===== config.mk =====
export PLATFORM = sky130hd
export DESIGN_NAME = gate_test_sequencer
export DESIGN_NICKNAME = d
export VERILOG_FILES = /design/src/rtl/gate_test_sequencer.sv
export SDC_FILE = /design/constraint.sdc
export NUM_CORES = 1
export LEC_CHECK = 0
export CORE_MARGIN = 3
export CORE_UTILIZATION = 30
export DETAILED_ROUTE_END_ITERATION = 7
export SLEW_MARGIN = 40
export SYNTH_ARGS = -nofsm -noshare
export SYNTH_HDL_FRONTEND = slang
export SYNTH_SLANG_ARGS = --single-unit

===== constraint.sdc =====
create_clock -name clk -period 2.1 [get_ports clk]
set_input_delay 0.21 -clock clk [delete_from_list [all_inputs] [get_ports clk]]
set_output_delay 0.21 -clock clk [all_outputs]
set_load 0.01 [all_outputs]

===== src/rtl/gate_test_sequencer.sv =====
// Sweeps every input vector of a small combinational gate, compares the gate output with an
// expected truth table and reports the error count and the first failing vector.
module gate_test_sequencer #(
    parameter int NUM_IN = 2,
    parameter int SETTLE = 1
) (
    input  logic                 clk,
    input  logic                 rst,
    input  logic                 start,
    input  logic [2**NUM_IN-1:0] exp_table,
    input  logic                 y_in,
    output logic [NUM_IN-1:0]    vec_out,
    output logic                 busy,
    output logic                 done,
    output logic                 pass,
    output logic [NUM_IN:0]      err_count,
    output logic [NUM_IN-1:0]    first_fail,
    output logic                 fail_valid
);

    localparam int unsigned NumVec = 2 ** NUM_IN;
    localparam logic [NUM_IN-1:0] LastVec = NUM_IN'(NumVec - 1);
    localparam logic [7:0] SettleLast = 8'(SETTLE - 1);

    typedef enum logic [1:0] {
        StIdle,
        StSettle,
        StSample,
        StDone
    } state_t;

    state_t     state;
    logic [7:0] settle_cnt;
    logic       mismatch;

    // Only meaningful in StSample; every output below is registered, so y_in never reaches a port.
    assign mismatch = (y_in != exp_table[vec_out]);

    always_ff @(posedge clk) begin
        if (rst) begin
            state      <= StIdle;
            vec_out    <= '0;
            settle_cnt <= '0;
            err_count  <= '0;
            first_fail <= '0;
            fail_valid <= 1'b0;
            busy       <= 1'b0;
            done       <= 1'b0;
            pass       <= 1'b0;
        end else begin
            unique case (state)
                StIdle, StDone: begin
                    if (start) begin
                        state      <= StSettle;
                        vec_out    <= '0;
                        settle_cnt <= '0;
                        err_count  <= '0;
                        first_fail <= '0;
                        fail_valid <= 1'b0;
                        busy       <= 1'b1;
                        done       <= 1'b0;
                        pass       <= 1'b0;
                    end
                end
                StSettle: begin
                    settle_cnt <= settle_cnt + 8'd1;
                    if (settle_cnt == SettleLast) begin
                        state <= StSample;
                    end
                end
                StSample: begin
                    if (mismatch) begin
                        err_count <= err_count + (NUM_IN + 1)'(1);
                        if (!fail_valid) begin
                            first_fail <= vec_out;
                            fail_valid <= 1'b1;
                        end
                    end
                    if (vec_out != LastVec) begin
                        vec_out    <= vec_out + NUM_IN'(1);
                        settle_cnt <= '0;
                        state      <= StSettle;
                    end else begin
                        // Last vector: stop on it rather than wrapping back to 0.
                        state <= StDone;
                        busy  <= 1'b0;
                        done  <= 1'b1;
                        pass  <= !mismatch && (err_count == '0);
                    end
                end
                default: state <= StIdle;
            endcase
        end
    end

endmodule


==> summary.md <==
| Metric | Value |
|---|---|
| Number of max-cap violations | 0 |
| Ys async rst share | 0 |
| Slew Limit Fails | 0 |
| Syn_area_per_cell | 8.06 µm² |
| Worst-margin pin slew | 0.409 ns |
| PortBufs | 18 |
| CP endpoint kind | flip-flop |
| CP startpoint | state[0]$_SDFFE_PP0P_ |
| Number of synthesized flops with an enable pin | 0 |
| Area of the mapped netlist | about 0.0012 mm² |
| Core box area | 0.00352 mm² |
| Initial antenna violation count | 0 |
| Vias | between 1000 and 1500 |
| Htree depth | 1 |
| Crit Path Max Fanout | 7 |
| R2R Path End | vec_out[0]$_SDFFE_PP0P_ |
| Routed len/inst | ~13 µm |
| CTS tree | done |
| Reg2Reg Depth | 6 |
| Finish-stage setup viols | 0 |
| GRT overflow | 0 |
| Gpl congestion | around 0.83 |
| Layout area overhead | 27.2% |
| Outcome | complete, no violations |
| Clk sinks | 21 |
| Final hold violations | 0 |
| Relative slew slack | 0.725 |
| CTS Buffer Depth | 2 |
| Most common cell after layout, fill and taps aside | dfxtp_1 |
| Min Tclk post-route | 1.96 ns |
| Final #Nets | 183 |
| Worst R2R Start | state[0]$_SDFFE_PP0P_ |
| Syn_nets | between 150 and 200 |
| HPWL after DPL | approximately 2200 µm |
| Worst skew pair latency | around 0.26 ns |
| Period utilization | 0.935 |
| Synth Instances | approximately 140 |
| Yosys cell types | 32 |
| Reg clk slew, reported paths | ~0.080 ns |
| VDD IR-drop max | about 0.26 mV |
| CTS Buf Count | 3 |
| Vias/cell | just over 5 |
| M1 WL | roughly 1300 µm |
| Post-Route Skew | 0.00733 ns |
| Min-Delay Path Depth | 2 |
| Root Buffer | clkbuf_8 |
| # resized after CTS | 0 |
| Yosys warning total | 0 |
| Number of global-route vias before repair | roughly 1100 |
| Post-CTS Repair Setup Buffers | 0 |
| ANT cells | 0 |
| Setup TNS | 0 ns |
| Final core utilization | 0.419 |
| Cell Count, Final, Fillers Out | 212 |
| Pleak | about 0.5 nW |
| Register-to-Register Setup Slack | 0.14 ns |
| FF+latch count, synth | 21 |
| PD cells | about 610 mW/mm² |
| Die X | between 60 and 70 µm |
| DRC violations left | 0 |
| First-pass DRT Iterations | 4 |
| RSZ-0062 raised after global routing | false |
| CP endpoint | vec_out[0]$_SDFFE_PP0P_ |
| Ys flop type | dfxtp_1 |
| # fillers | 366 |
| Die Y | 68.2 µm |
| Fraction of the yosys area taken by sequential cells | 0.362 |
| Most frequent cells in the layout | 21 x dfxtp_1, 18 x clkdlybuf4s50_1, 15 x nand2_1 |
| CP Class | reg2reg |
| Largest net degree at the start of global routing | 14 |
| Post-Route WL | roughly 2800 µm |
| Remaining antenna violation count | 0 |
| Met2 wire length | approximately 1400 µm |
| Initial Util | 0.330 |
| First-pass GRT wire length | between 4000 and 5000 µm |
| Critical Path Source Type | flip-flop |
| Worst Hold Class | reg2reg |
| Rows | 21 |
| WL met3 | between 80 and 90 µm |
| F_max | roughly 0.5 GHz |
| I/O pins | 19 |
| Crit path required time | between 2 and 2.5 ns |
| CP arrival | 2.15 ns |
| Fraction of layout cells with a size suffix above 1 | 0.0964 |
| GRT Resource Usage Total | 0.137 |
| DR iter-0 viols | 44 |
| Placed cells | ~210 |
| CTS Hold Buffers Added | 0 |
| Die area | around 0.0047 mm² |
| DR top layer | met4 |
[critical path, stage by stage, from the launching register on]
cell	delay, ns
dfxtp_1	0.39
inv_1	0.07
ha_1	0.39
nand2b_2	0.18
nand2b_1	0.09
or4b_2	0.61
a21oi_1	0.17
[through the flow]
stage	hold slack [ns]	cell area (µm²)	setup WS, ns	total power [mW]
2_1_floorplan	0.462	1160	0.0783	0.556
3_3_place_gp	0.472	1430	0.0750	0.636
5_1_grt	0.515	1480	0.0674	0.963
3_5_place_dp	0.470	1430	0.0304	0.645
6_report	0.488	1480	0.136	0.905
4_1_cts	0.484	1470	0.0702	0.914
[cell families after synthesis]
logic type / count (synthesis) / share of synthesized area
and+or+nand+nor: 59 / 0.264
DFF: 21 / 0.362
adders and majority gates: 8 / 0.0862
muxes: 2 / 0.0280
buffers and inverters: 16 / 0.0528
AOI/OAI and AO/OA: 32 / 0.162
xor gates and xnor gates: 6 / 0.0453
[power breakdown]
group	switching, mW	total [mW]	internal [mW]
sequential	0.0130	0.425	0.411
combinational	0.122	0.213	0.0918
clock	0.135	0.267	0.132
[registers in the layout (all words and copies together) (netlist names)]
| register | cells |
|---|---|
| settle_cnt | 8 |
| err_count | 3 |
| first_fail | 2 |
| state | 2 |
| vec_out | 2 |
| busy | 1 |
| done | 1 |
| fail_valid | 1 |
| pass | 1 |
[worst min path at each step]
| stage | from | endpoint | slack (ns) |
|---|---|---|---|
| 2_1_floorplan | settle_cnt[1]$_SDFFE_PP0P_ | settle_cnt[1]$_SDFFE_PP0P_ | 0.46 |
| 3_3_place_gp | pass$_SDFFE_PP0P_ | pass$_SDFFE_PP0P_ | 0.47 |
| 3_5_place_dp | pass$_SDFFE_PP0P_ | pass$_SDFFE_PP0P_ | 0.47 |
| 4_1_cts | pass$_SDFFE_PP0P_ | pass$_SDFFE_PP0P_ | 0.48 |
| 5_1_grt | pass$_SDFFE_PP0P_ | pass$_SDFFE_PP0P_ | 0.51 |
| 6_report | pass$_SDFFE_PP0P_ | pass$_SDFFE_PP0P_ | 0.49 |
[cell usage after synthesis, types with 2 or more instances]
cell      instances  area share
a21oi_1          14       0.060
a31oi_1           3       0.016
clkbuf_1          7       0.023
dfxtp_1          21        0.36
ha_1              8       0.086
inv_1             8       0.026
nand2_1          15       0.048
nand2b_1          4       0.022
nand3_1           3       0.013
nand4_1           8       0.043
nor2_1            9       0.029
nor2b_1           3       0.016
nor3_1            5       0.022
nor4_1            3       0.016
o211ai_1          2       0.013
o21ai_0           8       0.034
or3_1             4       0.022
xnor2_1           4       0.030
xor2_1            2       0.015
[metal layers]
| metal | vias up | global-route usage |
|---|---|---|
| met3 | 2 | 0.0246 |
| met4 | 0 | 0.0323 |
| li1 | 558 | - |
| met2 | 23 | 0.238 |
| met1 | 519 | 0.175 |
| met5 | - | 0 |
[final cells by class]
class                   instances  area (µm²)  area share
clock buffers                   3        41.3      0.0280
clock inverters                 1        5.00     0.00339
inverters                       8        30.0      0.0203
multi-input cells             107         682       0.462
flip-flops and latches         21         420       0.285
well taps                      46        57.6      0.0390
repair buffers                 26         240       0.163
(Power assumes the default switching activity.)
==> edit, RTL diff (config.mk and constraints unchanged) <==
Put one more register stage on the output `done`, with the module's reset. The value now appears one clock later. The other outputs are not delayed to match.
--- a/src/rtl/gate_test_sequencer.sv
+++ b/src/rtl/gate_test_sequencer.sv
@@ -30,4 +30,6 @@
     } state_t;
 
+    logic done_s0;
+
     state_t     state;
     logic [7:0] settle_cnt;
@@ -46,5 +48,5 @@
             fail_valid <= 1'b0;
             busy       <= 1'b0;
-            done       <= 1'b0;
+            done_s0    <= 1'b0;
             pass       <= 1'b0;
         end else begin
@@ -59,5 +61,5 @@
                         fail_valid <= 1'b0;
                         busy       <= 1'b1;
-                        done       <= 1'b0;
+                        done_s0    <= 1'b0;
                         pass       <= 1'b0;
                     end
@@ -85,5 +87,5 @@
                         state <= StDone;
                         busy  <= 1'b0;
-                        done  <= 1'b1;
+                        done_s0 <= 1'b1;
                         pass  <= !mismatch && (err_count == '0);
                     end
@@ -94,4 +96,12 @@
     end
 
+    always_ff @(posedge clk) begin
+        if (rst) begin
+            done <= '0;
+        end else begin
+            done <= done_s0;
+        end
+    end
+
 endmodule
 
Behaviour: not the same (Yosys sat finds a counterexample within 10 cycles, from zero or initial values and one cycle with rst high).
==> edit against the original RTL <==
- synthesized area up 0.75%
- sequential share of layout area up 0.71 points
- wire length down 3.7%
- count of clock-buffer cells in the layout up 1
- maximum frequency up 3.7%
- largest cell class unchanged
- worst setup slack better by 0.070 ns
- global-route usage down 0.97 points
- cell count up 0.94%
- sequential power up 4%
- sequential cell count up 1
- final area up 2.2%
- power up 6.5%
- critical endpoint is now settle_cnt[6]
==> edit: results (changes against the original RTL) <==
Worst setup path
  – CP max stage cell: dfxtp_1 (was or4b_2)
  – Maximum fanout along the worst path: 8 (was 7)
  – R2r setup slk: 0.21 ns (was 0.14 ns)
  – Slowest stage delay, CP: 0.39 ns (was 0.61 ns)
  – Crit path max-delay family: buffers and inverters (was simple AND/OR/NAND/NOR gates)
  – Worst r2r path cells: 8 (was 6)

Route
  – Post-Route M1 WL: 1199 um (was 1307 um)
  – Vias: 1,107 (was 1,102)
  – Metal2 WL: 1382 um (was 1438 um)
  – Initial DRC count: 46 (was 44)
  – Met3 Wirelength: 153 um (was 85 um)
  – Total length of routed wires: 2743 um (was 2848 um)

Global routing
  – Vias in the first global route: 993 (was 1,056)
  – Largest net degree at the start of global routing: 15 (was 14)
  – First-pass GRT wire length: 4505 um (was 4919 um)
  – Met2 Track Usage GR: 22.77% (was 23.83%)
  – Gr usage total: 12.76% (was 13.73%)
  – Grt met3 use: 3.448% (was 2.463%)
  – GR Layer Usage met1: 15.26% (was 17.47%)

Finish
  – Register area: 440.4 um^2 (was 420.4 um^2)
  – Final non-clock buffer share: 16.42% (was 16.27%)
  – Comb_multi_in: 102 (was 107)
  – Multi-input logic portion of the cell area: 44.03% (was 46.19%)
  – Layout cells sized above 1: 10.24% (was 9.639%)
  – Fill cells: 388 (was 366)
  – Inverters: 11 (was 8)
  – Final clock-cell share: 3.648% (was 3.136%)
  – Non-clk bufs: 27 (was 26)
  – Multi-input logic area: 664.4 um^2 (was 681.9 um^2)

Yosys
  – Sequential element share of the synthesized area: 37.65% (was 36.21%)
  – Synth top cells by count: dfxtp_1 (22), a21oi_1 (14), inv_1 (11), nand2_1 (11), nor2_1 (10) (was dfxtp_1 (21), nand2_1 (15), a21oi_1 (14))
  – Complex-gate fraction of the synthesized area: 17.65% (was 16.16%)
  – XOR/XNOR Fraction of Synth Area: 4.385% (was 4.526%)
  – Largest cells by area after synthesis: dfxtp_1 (38%), ha_1 (8.6%), a21oi_1 (6.0%), nand4_1 (4.3%), inv_1 (3.5%) (was dfxtp_1 (36%), ha_1 (8.6%), a21oi_1 (6.0%), nand2_1 (4.8%), nand4_1 (4.3%))
  – Adder-cell area share of the yosys netlist: 8.556% (was 8.621%)
  – Syn Nets: 157 (was 160)
  – FF+latch count, synth: 22 (was 21)
  – Syn Inst Count: 141 (was 144)
  – Post-synthesis mux area share: 1.925% (was 2.802%)

Place
  – Final Wtd Congestion: 0.8108 (was 0.8325)
  – HPWL after DPL: 2121 um (was 2219 um)
  – DP Cell Count: 210 (was 208)
  – Post-placement worst setup slack: 0.08070 ns (was 0.03040 ns)

Hold path
  – Hold Path End: done (was pass)
  – Hold Startpoint: done_s0 (was pass)

Timing
  – Worst hold slack: 0.4873 ns (was 0.4881 ns)
  – Worst Tran Pin Value: 0.3546 ns (was 0.4089 ns)
  – Worst-case clock skew: 0.01001 ns (was 0.007327 ns)

Status
  – Status: finished, final reports clean (unchanged)
-- edit: how the worst max path moves through the flow --
stage | from | endpoint | slack [ns] | depth (start not counted)
floorplan | vec_out[0] | first_fail[0] | 0.15 | 4
global placement | exp_table[0] | first_fail[1] | 0.10 | 5
detailed placement | exp_table[3] | first_fail[1] | 0.08 | 5
CTS | state[0] | settle_cnt[5] | 0.21 | 7
global route | state[0] | settle_cnt[5] | 0.07 | 7
finish | state[0] | settle_cnt[6] | 0.21 | 8
-- edit: kinds of logic after synthesis --
kind of cell	after synthesis
DFF	22
muxes	1
buffers and inverters	17
adders and majority gates	8
xor gates and xnor gates	5
and+or+nand+nor	55
AOI/OAI and AO/OA	33
-- edit: report_power, final --
part / internal [mW] / total, mW / switching [mW] / leakage, nW
sequential: 0.430 / 0.443 / 0.0130 / 0.178
clock: 0.167 / 0.305 / 0.138 / 0.0288
combinational: 0.0978 / 0.215 / 0.118 / 0.324
